File: src/rtl/j17_pkg.sv
// -----------------------------------------------------------------------------
// j17_pkg
// Shared definitions for the J17 multi-cycle control unit: opcode values,
// ALU operation codes, PC-select codes, fault codes, FSM state and opcode
// class enums, and the bundle of registered control outputs.
// -----------------------------------------------------------------------------
package j17_pkg;

    // Opcodes, instruction bits [31:26]
    localparam logic [5:0] OP_ADD  = 6'd0;
    localparam logic [5:0] OP_SUB  = 6'd1;
    localparam logic [5:0] OP_MUL  = 6'd2;
    localparam logic [5:0] OP_DIV  = 6'd3;
    localparam logic [5:0] OP_ADDI = 6'd4;
    localparam logic [5:0] OP_SUBI = 6'd5;
    localparam logic [5:0] OP_MULI = 6'd6;
    localparam logic [5:0] OP_DIVI = 6'd7;
    localparam logic [5:0] OP_NOT  = 6'd8;
    localparam logic [5:0] OP_AND  = 6'd9;
    localparam logic [5:0] OP_OR   = 6'd10;
    localparam logic [5:0] OP_XOR  = 6'd11;
    localparam logic [5:0] OP_MOD  = 6'd12;
    localparam logic [5:0] OP_SL   = 6'd13;
    localparam logic [5:0] OP_SR   = 6'd14;
    localparam logic [5:0] OP_JE   = 6'd15;
    localparam logic [5:0] OP_JB   = 6'd16;
    localparam logic [5:0] OP_JA   = 6'd17;
    localparam logic [5:0] OP_JNE  = 6'd18;
    localparam logic [5:0] OP_JBE  = 6'd19;
    localparam logic [5:0] OP_JAE  = 6'd20;
    localparam logic [5:0] OP_JNZ  = 6'd21;
    localparam logic [5:0] OP_JZ   = 6'd22;
    localparam logic [5:0] OP_JMP  = 6'd23;
    localparam logic [5:0] OP_MOV  = 6'd24;
    localparam logic [5:0] OP_NOP  = 6'd25;
    localparam logic [5:0] OP_HLT  = 6'd26;
    localparam logic [5:0] OP_PUSH = 6'd27;
    localparam logic [5:0] OP_POP  = 6'd28;
    localparam logic [5:0] OP_MOVI = 6'd29;

    // ALU operation codes
    localparam logic [5:0] ALU_NONE = 6'd0;
    localparam logic [5:0] ALU_ADD  = 6'd1;
    localparam logic [5:0] ALU_SUB  = 6'd2;
    localparam logic [5:0] ALU_MUL  = 6'd3;
    localparam logic [5:0] ALU_DIV  = 6'd4;
    localparam logic [5:0] ALU_MOD  = 6'd5;
    localparam logic [5:0] ALU_OR   = 6'd6;
    localparam logic [5:0] ALU_AND  = 6'd7;
    localparam logic [5:0] ALU_NOT  = 6'd9;
    localparam logic [5:0] ALU_SR   = 6'd10;
    localparam logic [5:0] ALU_XOR  = 6'd11;
    localparam logic [5:0] ALU_SL   = 6'd12;
    localparam logic [5:0] ALU_PASS = 6'd14;

    // PC select codes
    localparam logic [4:0] PC_NEXT = 5'd0;
    localparam logic [4:0] PC_JE   = 5'd1;
    localparam logic [4:0] PC_JB   = 5'd2;
    localparam logic [4:0] PC_JA   = 5'd3;
    localparam logic [4:0] PC_JNE  = 5'd4;
    localparam logic [4:0] PC_JBE  = 5'd5;
    localparam logic [4:0] PC_JAE  = 5'd6;
    localparam logic [4:0] PC_JNZ  = 5'd7;
    localparam logic [4:0] PC_JZ   = 5'd8;
    localparam logic [4:0] PC_JMP  = 5'd9;
    localparam logic [4:0] PC_HALT = 5'd10;

    // Stack datapath mux
    localparam logic [1:0] STK_NONE = 2'd0;
    localparam logic [1:0] STK_PUSH = 2'd1;
    localparam logic [1:0] STK_POP  = 2'd2;

    // Fault codes
    localparam logic [1:0] FAULT_NONE      = 2'd0;
    localparam logic [1:0] FAULT_OVERFLOW  = 2'd1;
    localparam logic [1:0] FAULT_UNDERFLOW = 2'd2;
    localparam logic [1:0] FAULT_ILLEGAL   = 2'd3;

    typedef enum logic [2:0] {
        ST_FETCH = 3'd0,
        ST_EXEC  = 3'd1,
        ST_WAIT  = 3'd2,
        ST_STACK = 3'd3,
        ST_HALT  = 3'd4
    } state_t;

    // How the FSM sequences an opcode once it reaches EXEC
    typedef enum logic [2:0] {
        CL_SINGLE  = 3'd0,
        CL_MULTI   = 3'd1,
        CL_PUSH    = 3'd2,
        CL_POP     = 3'd3,
        CL_HALT    = 3'd4,
        CL_ILLEGAL = 3'd5
    } op_class_t;

    // Registered control outputs, updated together once per cycle
    typedef struct packed {
        logic [5:0] alucode;
        logic       imm_sel;
        logic       reg_write;
        logic [4:0] pc_ctrl;
        logic [1:0] stack_sel;
        logic       alu_start;
        logic       retire;
        logic       halted;
        logic [1:0] fault_code;
    } ctrl_t;

    localparam ctrl_t CTRL_IDLE = '0;

    // Opcodes above MOVI have no defined meaning
    function automatic logic is_illegal(input logic [5:0] opc);
        return (opc > OP_MOVI);
    endfunction

endpackage

File: src/rtl/j17_control_fsm_decode.sv
// -----------------------------------------------------------------------------
// j17_decode
// Pure combinational opcode decoder for the J17 control unit.
// Ports:
//   opcode    in  6  instruction bits [31:26]
//   alucode   out 6  ALU operation
//   imm_sel   out 1  operand B taken from the immediate field
//   reg_write out 1  register write for single-cycle retirement
//   pc_ctrl   out 5  PC select for the EXEC cycle
//   op_class  out 3  sequencing class used by the FSM
// -----------------------------------------------------------------------------
module j17_decode
    import j17_pkg::*;
(
    input  logic [5:0]  opcode,
    output logic [5:0]  alucode,
    output logic        imm_sel,
    output logic        reg_write,
    output logic [4:0]  pc_ctrl,
    output op_class_t   op_class
);

    // Opcode to control-field lookup
    always_comb begin
        alucode   = ALU_NONE;
        imm_sel   = 1'b0;
        reg_write = 1'b0;
        pc_ctrl   = PC_NEXT;
        op_class  = CL_SINGLE;
        case (opcode)
            OP_ADD:  begin alucode = ALU_ADD; reg_write = 1'b1; end
            OP_ADDI: begin alucode = ALU_ADD; reg_write = 1'b1; imm_sel = 1'b1; end
            OP_SUB:  begin alucode = ALU_SUB; reg_write = 1'b1; end
            OP_SUBI: begin alucode = ALU_SUB; reg_write = 1'b1; imm_sel = 1'b1; end
            OP_MUL:  begin alucode = ALU_MUL; reg_write = 1'b1; op_class = CL_MULTI; end
            OP_MULI: begin alucode = ALU_MUL; reg_write = 1'b1; imm_sel = 1'b1; op_class = CL_MULTI; end
            OP_DIV:  begin alucode = ALU_DIV; reg_write = 1'b1; op_class = CL_MULTI; end
            OP_DIVI: begin alucode = ALU_DIV; reg_write = 1'b1; imm_sel = 1'b1; op_class = CL_MULTI; end
            OP_MOD:  begin alucode = ALU_MOD; reg_write = 1'b1; op_class = CL_MULTI; end
            OP_OR:   begin alucode = ALU_OR;  reg_write = 1'b1; end
            OP_AND:  begin alucode = ALU_AND; reg_write = 1'b1; end
            OP_NOT:  begin alucode = ALU_NOT; reg_write = 1'b1; end
            OP_SR:   begin alucode = ALU_SR;  reg_write = 1'b1; end
            OP_XOR:  begin alucode = ALU_XOR; reg_write = 1'b1; end
            OP_SL:   begin alucode = ALU_SL;  reg_write = 1'b1; end
            OP_JE:   begin alucode = ALU_PASS; pc_ctrl = PC_JE;  end
            OP_JB:   begin alucode = ALU_PASS; pc_ctrl = PC_JB;  end
            OP_JA:   begin alucode = ALU_PASS; pc_ctrl = PC_JA;  end
            OP_JNE:  begin alucode = ALU_PASS; pc_ctrl = PC_JNE; end
            OP_JBE:  begin alucode = ALU_PASS; pc_ctrl = PC_JBE; end
            OP_JAE:  begin alucode = ALU_PASS; pc_ctrl = PC_JAE; end
            OP_JNZ:  begin alucode = ALU_PASS; pc_ctrl = PC_JNZ; end
            OP_JZ:   begin alucode = ALU_PASS; pc_ctrl = PC_JZ;  end
            OP_JMP:  begin alucode = ALU_PASS; pc_ctrl = PC_JMP; end
            OP_MOV:  begin alucode = ALU_PASS; reg_write = 1'b1; end
            OP_MOVI: begin alucode = ALU_PASS; reg_write = 1'b1; imm_sel = 1'b1; end
            OP_NOP:  begin alucode = ALU_NONE; end
            OP_HLT:  begin pc_ctrl = PC_HALT; op_class = CL_HALT; end
            OP_PUSH: begin op_class = CL_PUSH; end
            OP_POP:  begin op_class = CL_POP; end
            default: begin
                // Covers 30..63; is_illegal() keeps the intent visible
                if (is_illegal(opcode)) begin
                    pc_ctrl  = PC_HALT;
                    op_class = CL_ILLEGAL;
                end else begin
                    pc_ctrl  = PC_NEXT;
                    op_class = CL_SINGLE;
                end
            end
        endcase
    end

endmodule

File: src/rtl/j17_control_fsm.sv
// -----------------------------------------------------------------------------
// j17_control_fsm
// Multi-cycle control unit for the J17 core. Accepts an instruction over a
// valid/ready handshake, holds it in an instruction register and sequences it
// through EXEC and, where needed, WAIT (multi-cycle ALU) or STACK. Owns a
// bounded stack pointer and reports halt / fault status.
// Ports:
//   clock, reset          system clock, synchronous active-high reset
//   instr, instr_valid    instruction from fetch and its valid
//   instr_ready           high only while in FETCH
//   alu_done              multi-cycle ALU result ready (used only in WAIT)
//   alu_start             one-cycle launch pulse for MUL/DIV/MOD
//   alucode, imm_sel      ALU operation and operand B select
//   reg_write, pc_ctrl    register write enable and PC select
//   stack_sel, sp         stack mux select and stack pointer
//   op1, op2, flag, flag1 instruction register field slices
//   retire                one-cycle completion pulse
//   halted, fault_code    sticky halt flag and fault reason
// Control outputs are registered: each cycle's values are computed from the
// transition being taken, so they are valid for the whole of the state they
// describe (e.g. the EXEC decode is visible in the EXEC cycle itself).
// -----------------------------------------------------------------------------
module j17_control_fsm
    import j17_pkg::*;
#(
    parameter int DATA_W         = 32,
    parameter int OPC_W          = 6,
    parameter int STACK_DEPTH    = 16,
    parameter int MULTICYCLE_ALU = 1,
    localparam int SP_W          = $clog2(STACK_DEPTH) + 1
) (
    input  logic              clock,
    input  logic              reset,
    input  logic [DATA_W-1:0] instr,
    input  logic              instr_valid,
    output logic              instr_ready,
    input  logic              alu_done,
    output logic              alu_start,
    output logic [5:0]        alucode,
    output logic              imm_sel,
    output logic              reg_write,
    output logic [4:0]        pc_ctrl,
    output logic [1:0]        stack_sel,
    output logic [SP_W-1:0]   sp,
    output logic [2:0]        op1,
    output logic [20:0]       op2,
    output logic              flag,
    output logic              flag1,
    output logic              retire,
    output logic              halted,
    output logic [1:0]        fault_code
);

    localparam logic [SP_W-1:0] SP_FULL  = SP_W'(STACK_DEPTH);
    localparam logic [SP_W-1:0] SP_EMPTY = {SP_W{1'b0}};
    localparam logic [SP_W-1:0] SP_ONE   = SP_W'(1);

    state_t            state_r;
    state_t            next_state_s;
    logic [DATA_W-1:0] ir_r;
    logic [DATA_W-1:0] ir_next_s;
    logic [SP_W-1:0]   sp_r;
    logic [SP_W-1:0]   sp_next_s;
    ctrl_t             ctrl_r;
    ctrl_t             ctrl_next_s;
    logic              ready_r;
    logic              multi_s;

    logic [5:0]        dec_alucode_s;
    logic              dec_imm_sel_s;
    logic              dec_reg_write_s;
    logic [4:0]        dec_pc_ctrl_s;
    op_class_t         dec_class_s;

    // The decoder looks at the word that EXEC will see: the incoming
    // instruction on an accepting FETCH cycle, otherwise the held ir.
    always_comb begin
        if ((state_r == ST_FETCH) && instr_valid) begin
            ir_next_s = instr;
        end else begin
            ir_next_s = ir_r;
        end
    end

    j17_decode u_decode (
        .opcode    (ir_next_s[DATA_W-1 -: OPC_W]),
        .alucode   (dec_alucode_s),
        .imm_sel   (dec_imm_sel_s),
        .reg_write (dec_reg_write_s),
        .pc_ctrl   (dec_pc_ctrl_s),
        .op_class  (dec_class_s)
    );

    // State, instruction, stack pointer and control output registers
    always_ff @(posedge clock) begin
        if (reset) begin
            state_r <= ST_FETCH;
            ir_r    <= {DATA_W{1'b0}};
            sp_r    <= SP_EMPTY;
            ctrl_r  <= CTRL_IDLE;
            ready_r <= 1'b1;
        end else begin
            state_r <= next_state_s;
            ir_r    <= ir_next_s;
            sp_r    <= sp_next_s;
            ctrl_r  <= ctrl_next_s;
            ready_r <= (next_state_s == ST_FETCH);
        end
    end

    // Next-state selection
    always_comb begin
        next_state_s = state_r;
        case (state_r)
            ST_FETCH: begin
                if (instr_valid) begin
                    next_state_s = ST_EXEC;
                end else begin
                    next_state_s = ST_FETCH;
                end
            end
            ST_EXEC: begin
                case (dec_class_s)
                    CL_SINGLE:  next_state_s = ST_FETCH;
                    CL_MULTI:   next_state_s = (MULTICYCLE_ALU != 0) ? ST_WAIT : ST_FETCH;
                    CL_PUSH:    next_state_s = ST_STACK;
                    CL_POP:     next_state_s = ST_STACK;
                    CL_HALT:    next_state_s = ST_HALT;
                    CL_ILLEGAL: next_state_s = ST_HALT;
                    default:    next_state_s = ST_FETCH;
                endcase
            end
            ST_WAIT: begin
                if (alu_done) begin
                    next_state_s = ST_FETCH;
                end else begin
                    next_state_s = ST_WAIT;
                end
            end
            ST_STACK: begin
                // The fault (if any) was latched on entry to STACK
                if (ctrl_r.fault_code != FAULT_NONE) begin
                    next_state_s = ST_HALT;
                end else begin
                    next_state_s = ST_FETCH;
                end
            end
            ST_HALT:  next_state_s = ST_HALT;
            default:  next_state_s = ST_FETCH;
        endcase
    end

    // Control outputs and stack pointer for the cycle being entered
    always_comb begin
        ctrl_next_s = ctrl_r;
        sp_next_s   = sp_r;
        multi_s     = (dec_class_s == CL_MULTI) && (MULTICYCLE_ALU != 0);
        case (state_r)
            ST_FETCH: begin
                ctrl_next_s = CTRL_IDLE;
                if (instr_valid) begin
                    ctrl_next_s.alucode   = dec_alucode_s;
                    ctrl_next_s.imm_sel   = dec_imm_sel_s;
                    ctrl_next_s.pc_ctrl   = dec_pc_ctrl_s;
                    // A multi-cycle op writes back only once alu_done arrives
                    ctrl_next_s.reg_write = dec_reg_write_s && !multi_s;
                    ctrl_next_s.alu_start = multi_s;
                    ctrl_next_s.retire    = (dec_class_s == CL_SINGLE) ||
                                            ((dec_class_s == CL_MULTI) && !multi_s);
                    ctrl_next_s.halted    = (dec_class_s == CL_HALT);
                    ctrl_next_s.fault_code = (dec_class_s == CL_ILLEGAL) ? FAULT_ILLEGAL
                                                                         : FAULT_NONE;
                end else begin
                    ctrl_next_s.alucode = ALU_NONE;
                end
            end
            ST_EXEC: begin
                if (next_state_s == ST_WAIT) begin
                    ctrl_next_s.alu_start = 1'b0;
                end else if (next_state_s == ST_STACK) begin
                    ctrl_next_s         = CTRL_IDLE;
                    ctrl_next_s.alucode = ctrl_r.alucode;
                    ctrl_next_s.imm_sel = ctrl_r.imm_sel;
                    if (dec_class_s == CL_PUSH) begin
                        if (sp_r == SP_FULL) begin
                            ctrl_next_s.fault_code = FAULT_OVERFLOW;
                        end else begin
                            ctrl_next_s.stack_sel = STK_PUSH;
                            ctrl_next_s.retire    = 1'b1;
                            sp_next_s             = sp_r + SP_ONE;
                        end
                    end else begin
                        if (sp_r == SP_EMPTY) begin
                            ctrl_next_s.fault_code = FAULT_UNDERFLOW;
                        end else begin
                            ctrl_next_s.stack_sel = STK_POP;
                            ctrl_next_s.reg_write = 1'b1;
                            ctrl_next_s.retire    = 1'b1;
                            sp_next_s             = sp_r - SP_ONE;
                        end
                    end
                end else if (next_state_s == ST_FETCH) begin
                    ctrl_next_s = CTRL_IDLE;
                end else begin
                    // Entering HALT: freeze what EXEC showed
                    ctrl_next_s = ctrl_r;
                end
            end
            ST_WAIT: begin
                if (alu_done) begin
                    ctrl_next_s.retire    = 1'b1;
                    ctrl_next_s.reg_write = 1'b1;
                    ctrl_next_s.alu_start = 1'b0;
                end else begin
                    ctrl_next_s = ctrl_r;
                end
            end
            ST_STACK: begin
                if (next_state_s == ST_FETCH) begin
                    ctrl_next_s = CTRL_IDLE;
                end else begin
                    ctrl_next_s = ctrl_r;
                end
            end
            ST_HALT:  ctrl_next_s = ctrl_r;
            default:  ctrl_next_s = CTRL_IDLE;
        endcase
    end

    assign instr_ready = ready_r;
    assign alu_start   = ctrl_r.alu_start;
    assign alucode     = ctrl_r.alucode;
    assign imm_sel     = ctrl_r.imm_sel;
    assign reg_write   = ctrl_r.reg_write;
    assign pc_ctrl     = ctrl_r.pc_ctrl;
    assign stack_sel   = ctrl_r.stack_sel;
    assign retire      = ctrl_r.retire;
    assign halted      = ctrl_r.halted;
    assign fault_code  = ctrl_r.fault_code;
    assign sp          = sp_r;

    // Field slices of the held instruction
    assign op1   = ir_r[24:22];
    assign op2   = ir_r[20:0];
    assign flag  = ir_r[25];
    assign flag1 = ir_r[21];

endmodule

File: config.mk
export PLATFORM = sky130hd
export DESIGN_NAME = j17_control_fsm
export DESIGN_NICKNAME = d
export VERILOG_FILES = /design/src/rtl/j17_pkg.sv /design/src/rtl/j17_control_fsm_decode.sv /design/src/rtl/j17_control_fsm.sv
export SDC_FILE = /design/constraint.sdc
export NUM_CORES = 1
export LEC_CHECK = 0
export ABC_CLOCK_PERIOD_IN_PS = 3700
export BUFFER_PORTS_ARGS = -buffer_cell sky130_fd_sc_hd__buf_2
export CAP_MARGIN = 20
export CORE_ASPECT_RATIO = 0.5
export CORE_MARGIN = 3
export CORE_UTILIZATION = 45
export DETAILED_ROUTE_END_ITERATION = 6
export HOLD_SLACK_MARGIN = 0.02
export PLACE_DENSITY_LB_ADDON = 0.15
export SYNTH_ARGS = -nofsm -noshare
export SYNTH_HDL_FRONTEND = slang
export SYNTH_SLANG_ARGS = --single-unit
export TNS_END_PERCENT = 10
File: constraint.sdc
create_clock -name clock -period 3.7 [get_ports clock]
set_input_delay 0.185 -clock clock [delete_from_list [all_inputs] [get_ports clock]]
set_output_delay 0.185 -clock clock [all_outputs]
set_load 0.02 [all_outputs]
# Yosys cells after proc, flatten, opt, wreduce, memory -nomap -nowiden
# Cells that the tools add are included.
[word_totals]
out_inout_bits = 52
register_bits = 61
memories = 0
mem_bits_rw = 0
wordCells = 130
inputBits = 36
mem_bits_ro = 0
latch_bits = 0
[classes]
shift = 0
reduce_logical = 26
n_bitwise = 3
n_mul = 0
div = 0
mux = 38
add_sub_neg = 2
magnitude_cmp = 1
eq_ne = 46
[op_table]
columns = ["cell", "count"]
rows = [
  ["20-bit one-hot mux with 5 select lines", 1],
  ["6-bit by 5-bit == test with 1-bit output, second input constant", 14],
  ["5-bit one-hot mux with 11 select lines", 1],
  ["6-bit by 4-bit == test with 1-bit output, second input constant", 8],
  ["4-bit one-hot mux with 12 select lines", 1],
  ["20-bit 2-to-1 mux", 2],
  ["32-bit 2-to-1 mux", 1],
  ["3-bit one-hot mux with 5 select lines", 2],
  ["6-bit by 3-bit == test with 1-bit output, second input constant", 4],
  ["22-bit OR reduction", 1],
  ["5-bit 2-to-1 mux", 4],
  ["20-bit OR reduction", 1],
  ["3-bit by 2-bit == test with 1-bit output, second input constant", 6],
  ["17-bit OR reduction", 1],
  ["15-bit 2-to-1 mux", 1],
  ["2-bit 2-to-1 mux", 7],
  ["6-bit by 2-bit == test with 1-bit output, second input constant", 2],
  ["2-bit OR reduction", 6],
  ["1-bit 2-to-1 mux", 11],
  ["11-bit OR reduction", 1],
  ["2-bit != test, second input constant", 5],
  ["5-bit OR reduction", 2],
  ["3-bit == test, second input constant", 3],
  ["3-bit zero test", 3],
  ["other kinds (21)", 28],
]

# Logic depth before layout (Yosys ltp)
[depth]
depth_word = 15
depth_mapped = 10
mapped_depth_nobuf = 9

# Cells and area by module
# A second synthesis with hierarchy kept.
[hier_totals]
hier_cells = 438
area_unflattened_um2 = 3469.6
[modules_own_cells]
columns = ["module", "instances", "cells_each", "seq_area_each_um2", "area_per_inst_um2"]
rows = [
  ["j17_control_fsm", 1, 380, 1221.2, 3120.5],
  ["j17_decode", 1, 58, 0.0, 349.1],
]

# Worst setup path before layout
# Ideal clock, no wire load.
[synth_path]
path_type = "register to register"
from = "register state_r[0]"
to = "register sp_r[4], in the netlist sp[4]"
stages_incl_launch_ff = 10
t_required_ps = 3568
slack_ps = 1060
path_buffers = 0
arrival_time_ps = 2508
period_less_slack_ps = 2640
setup_ps = 132
cell_sequence = "dfxtp_1 or4b_4 nor4_2 nor2_1 fa_1 a21o_1 a21oi_1 xnor2_1 a21o_1 a21oi_1"
[synth_via]
elab_chain_len = 13
elab_cells_between_ends = 58
cone_classes = "order compare (1); eq/ne (42); mux (6); bitwise (1); reduce/logical (8)"
[synth_rtl]
columns = ["item", "line_no", "text"]
rows = [
  ["start: declaration", "j17_control_fsm.sv:58", "state_t state_r;"],
  ["start signal: assignment", "j17_control_fsm.sv:103", "state_r <= next_state_s;"],
  ["3-bit zero test", "j17_control_fsm.sv:78, j17_control_fsm.sv:114", ""],
  ["1-bit logical AND", "j17_control_fsm.sv:78", "if ((state_r == ST_FETCH) && instr_valid) begin"],
  ["32-bit 2-to-1 mux", "j17_control_fsm.sv:78", ""],
  ["6-bit by 5-bit greater-than comparator with 1-bit output, or another cell as far along", "j17_pkg.sv:115", "return (opc > OP_MOVI);"],
  ["3-bit 2-to-1 mux, or another cell as far along", "j17_control_fsm_decode.sv:63", "if (is_illegal(opcode)) begin"],
  ["3-bit one-hot mux with 5 select lines", "j17_control_fsm_decode.sv:30", "case (opcode)"],
  ["3-bit == test, or another cell as far along", "j17_control_fsm.sv:123", "case (dec_class_s)"],
  ["2-bit OR reduction (no source line)", "--", ""],
  ["3-bit one-hot mux with 3 select lines", "j17_control_fsm.sv:123", ""],
  ["3-bit one-hot mux with 5 select lines", "j17_control_fsm.sv:114", "case (state_r)"],
  ["3-bit by 2-bit == test with 1-bit output", "j17_control_fsm.sv:178", "if (next_state_s == ST_WAIT) begin"],
  ["1-bit NOT (no source line)", "--", ""],
  ["5-bit AND reduction (no source line)", "--", ""],
  ["end signal: assignment", "j17_control_fsm.sv:105", "sp_r <= sp_next_s;"],
  ["end: declaration", "j17_control_fsm.sv:62", "logic [SP_W-1:0] sp_r;"],
]
# Several ways; a longest one is shown, not always the timed one.
# A chain may end at the register's enable or synchronous reset.

# Worst setup path after layout
[layout_path]
from = "register state_r[2]"
to = "register sp_r[4], in the netlist sp[4]"
# The elaborated chain is that of the path after synthesis.

==> impl_metrics.toml <==
[synth]
yosysWarnings = 0
postSynth.asyncResetShare_pct = 0
ys_seq_area_share_pct = 34.5
postSynthAreaPerCell_um2 = 8.22
synth_nets = 470
synth_enable_flop_cells = 0
synth_area_um2 = 3540
synthCells = 430
yosys_most_used_dff = "sky130_fd_sc_hd__dfxtp_1"
synth_cell_types = 64
flop_and_latch_count_out_of_synthesis = 61

[grt]
grt_overflow = 0
pin_count_of_the_biggest_net_entering_global_routing = 49
grt_antenna_before_repair = 0
grt_use_total_pct = 20.0
first_pass_grt_wire_length_mm = 14.3
number_of_global_route_vias_before_repair = 2712

[power_and_ir_drop]
p_leak_nw = 1.68
power_density_nw_per_um2 = 460
report.power.total_mw = 1.91
vdd_ir_drop_max_mv = 0.233

[clock_network]
ctsLongestPathBuffers = 2
clock_latency_on_the_worst_skew_pair_ns = 0.33
cts_tree = "done"
tritoncts_num_sinks = 61
clk_transition_reported_paths_ns = 0.05
hold_buffers = 0
clockRootBuffer = "sky130_fd_sc_hd__clkbuf_16"
post-cts-setup-buffer-count = 0
number_of_clock_buffers_inserted_by_tritoncts = 9
ctsHtreeMaxLevel = 3
cts_repair_resize_count = 0

[detailed_routing]
postRouteAntennaNets = 0
drt_iter0_markers = 210
drt_first_pass_iters = 4
remaining_drc_errors = 0
average_vias_per_placed_instance = 5.45
dr_total_vias = 3244
wire_per_inst_um = 15.3
routed_wl_mm = 9.10

[die]
number_of_rows_in_the_core_area = 22
die-area_um2 = 9020
die_width_um = 131
core_um2 = 7490
initial_core_util_pct = 47.2
height_of_the_die_um = 68.7
pin_count = 88

[critical_path]
cp_num_buf_inv = 0
critPathKind = "flip-flop to flip-flop"
timing.critical_path.slowest_cell_delay_ns = 0.79
worst-endpoint-arrival_ns = 3.46
critical_path.startpoint_type = "flip-flop"
setup.worst_path.end_class = "flip-flop"
critical_path_peak_fanout = 32
cp_cell_sequence = "or4b_4 > nor4_2 > nor2_1 > fa_1 > a21o_1 > a21oi_1 > xnor2_1 > a21o_1 > a21oi_1"
critical-path-slowest-cell = "sky130_fd_sc_hd__or4b_4"
timing.critical_path.max_delay_family = "simple AND/OR/NAND/NOR gates"
critical_path_required_ns = 3.96

[finish]
flow.area_growth_from_synthesis_pct = 17.2
insertedDiodeCount = 0
register_area_um2 = 1220
area_occupied_by_multi_input_gates_um2 = 1980
fin_nets = 522
layout.filler_cells = 734
layout.cells.non_filler = 595
postLayoutCellArea_um2 = 4140
layout-drive-gt1-share_pct = 26.3

[placement]
place_area_um2 = 3840
place_congestion = 0.925
detailedPlace.worstSlack_ns = 0.511
place.port_buffers = 87
placed_cells_incl_taps = 579
hpwl_mm = 6.38

[sta]
grt_setup_unrepaired = "no"
fin_crit_ns = 3.19
postLayoutSetupSlackWorst_ns = 0.506
final.setup.tns_ns = 0
timing_hold_violations_final = 0
report.final.setup_viol = 0
final_max_slew_viol_count = 0
final_min_period_over_clock_period_pct = 86.3
relSlewSlack_pct = 45.1
max_clock_freq_mhz = 313
worst_slew_pin_tran_ns = 0.824
skew_ns = 0.00343

[worst_hold_path]
timing.hold.worst.class = "primary input to flip-flop"

[status]
status = "complete, no violations"

[run]
max-cap-violations = 0
## path summary, 6_finish.rpt
check / from / to / slack, ns / depth (start not counted)
min: instr[5] / ir_r[5] / 0.09 / 3
min reg2reg: ir_r[5] / ir_r[5] / 0.45 / 2
max reg2reg: state_r[2] / sp[4] / 0.51 / 9
max: state_r[2] / sp[4] / 0.51 / 9
## cell type report
class,count,area share (%)
multi-input combinational,308,47.7
inverter,10,0.906
clock buffer,11,5.86
sequential,61,29.5
clock inverter,5,1.42
tap,108,3.26
timing repair buffer,92,11.4
## cell usage after synthesis (4+ instances only)
cell                       instances  share of area, %
sky130_fd_sc_hd__nor2_1           23               2.4
sky130_fd_sc_hd__nand2b_1         19               3.4
sky130_fd_sc_hd__o21a_1            4              0.85
sky130_fd_sc_hd__mux2_2            5               1.6
sky130_fd_sc_hd__nor2b_1           6               1.1
sky130_fd_sc_hd__nor3_1            6              0.85
sky130_fd_sc_hd__xnor2_1           4              0.99
sky130_fd_sc_hd__dfxtp_1          61                35
sky130_fd_sc_hd__buf_2             7              0.99
sky130_fd_sc_hd__nand3_1          10               1.4
sky130_fd_sc_hd__clkbuf_1         17               1.8
sky130_fd_sc_hd__a21o_1            4              0.85
sky130_fd_sc_hd__a21oi_1          42               5.9
sky130_fd_sc_hd__inv_1            10               1.1
sky130_fd_sc_hd__a211oi_1          5               1.1
sky130_fd_sc_hd__nand2_1          71               7.5
sky130_fd_sc_hd__buf_4            25               5.3
sky130_fd_sc_hd__nor4_1            5              0.88
sky130_fd_sc_hd__nor3b_1           8               1.7
sky130_fd_sc_hd__o32ai_1          11               2.7
sky130_fd_sc_hd__mux2i_1          10               2.8
sky130_fd_sc_hd__o21ai_0          14               2.0
## state kept, by name, indices dropped and copies added, names as in the netlist, 2 cells and up
signal,count
sp,5
stack_sel,2
fault_code,2
alucode,6
state_r,3
pc_ctrl,5
ir_r,32
## power breakdown
part	leakage, nW	internal (mW)	total, mW	switching (mW)
clock network	0.142	0.540	0.848	0.308
registers	0.498	0.690	0.720	0.0294
logic	1.04	0.128	0.339	0.211
## layout by cell type, fill, tap and decap left out, drive strengths merged, types with 14 or more instances in the layout
cell	count
a21oi	43
buf	92
dfxtp	61
mux2i	14
nand2	71
nand2b	20
nor2	23
o21ai	18
## stage by stage
stage | hold slack (ns) | util [%]
floorplan | 0.321 | -
detailed placement | 0.431 | 51.3
finish | 0.0892 | 55.3
global route | 0.0937 | 55.3
CTS | 0.0804 | 55.3
global placement | 0.430 | 51.3
## worst min-delay path, cell delays in order
cell                      delay [ns]
sky130_fd_sc_hd__buf_2          0.09
sky130_fd_sc_hd__nand2_1        0.04
sky130_fd_sc_hd__a21oi_1        0.05
## layer usage
| layer | vias up | track usage, % | routed length (µm) |
|---|---|---|---|
| met1 | 1494 | 27.3 | 4460 |
| met4 | 0 | 6.68 | 127 |
| met3 | 13 | 6.81 | 621 |
| met5 | - | 0 | 0 |
| li1 | 1613 | - | - |
| met2 | 124 | 30.2 | 3890 |
## kinds of logic after synthesis
family / share of synthesized area, %
buffers and inverters: 9.59
adder cells (fa/ha/maj): 1.63
multiplexers: 6.48
AO/OA/AOI/OAI: 23.4
flip-flops: 34.5
AND/OR/NAND/NOR: 23.4
XOR/XNOR: 0.991
No activity file was read; power rests on OpenSTA's default activity.
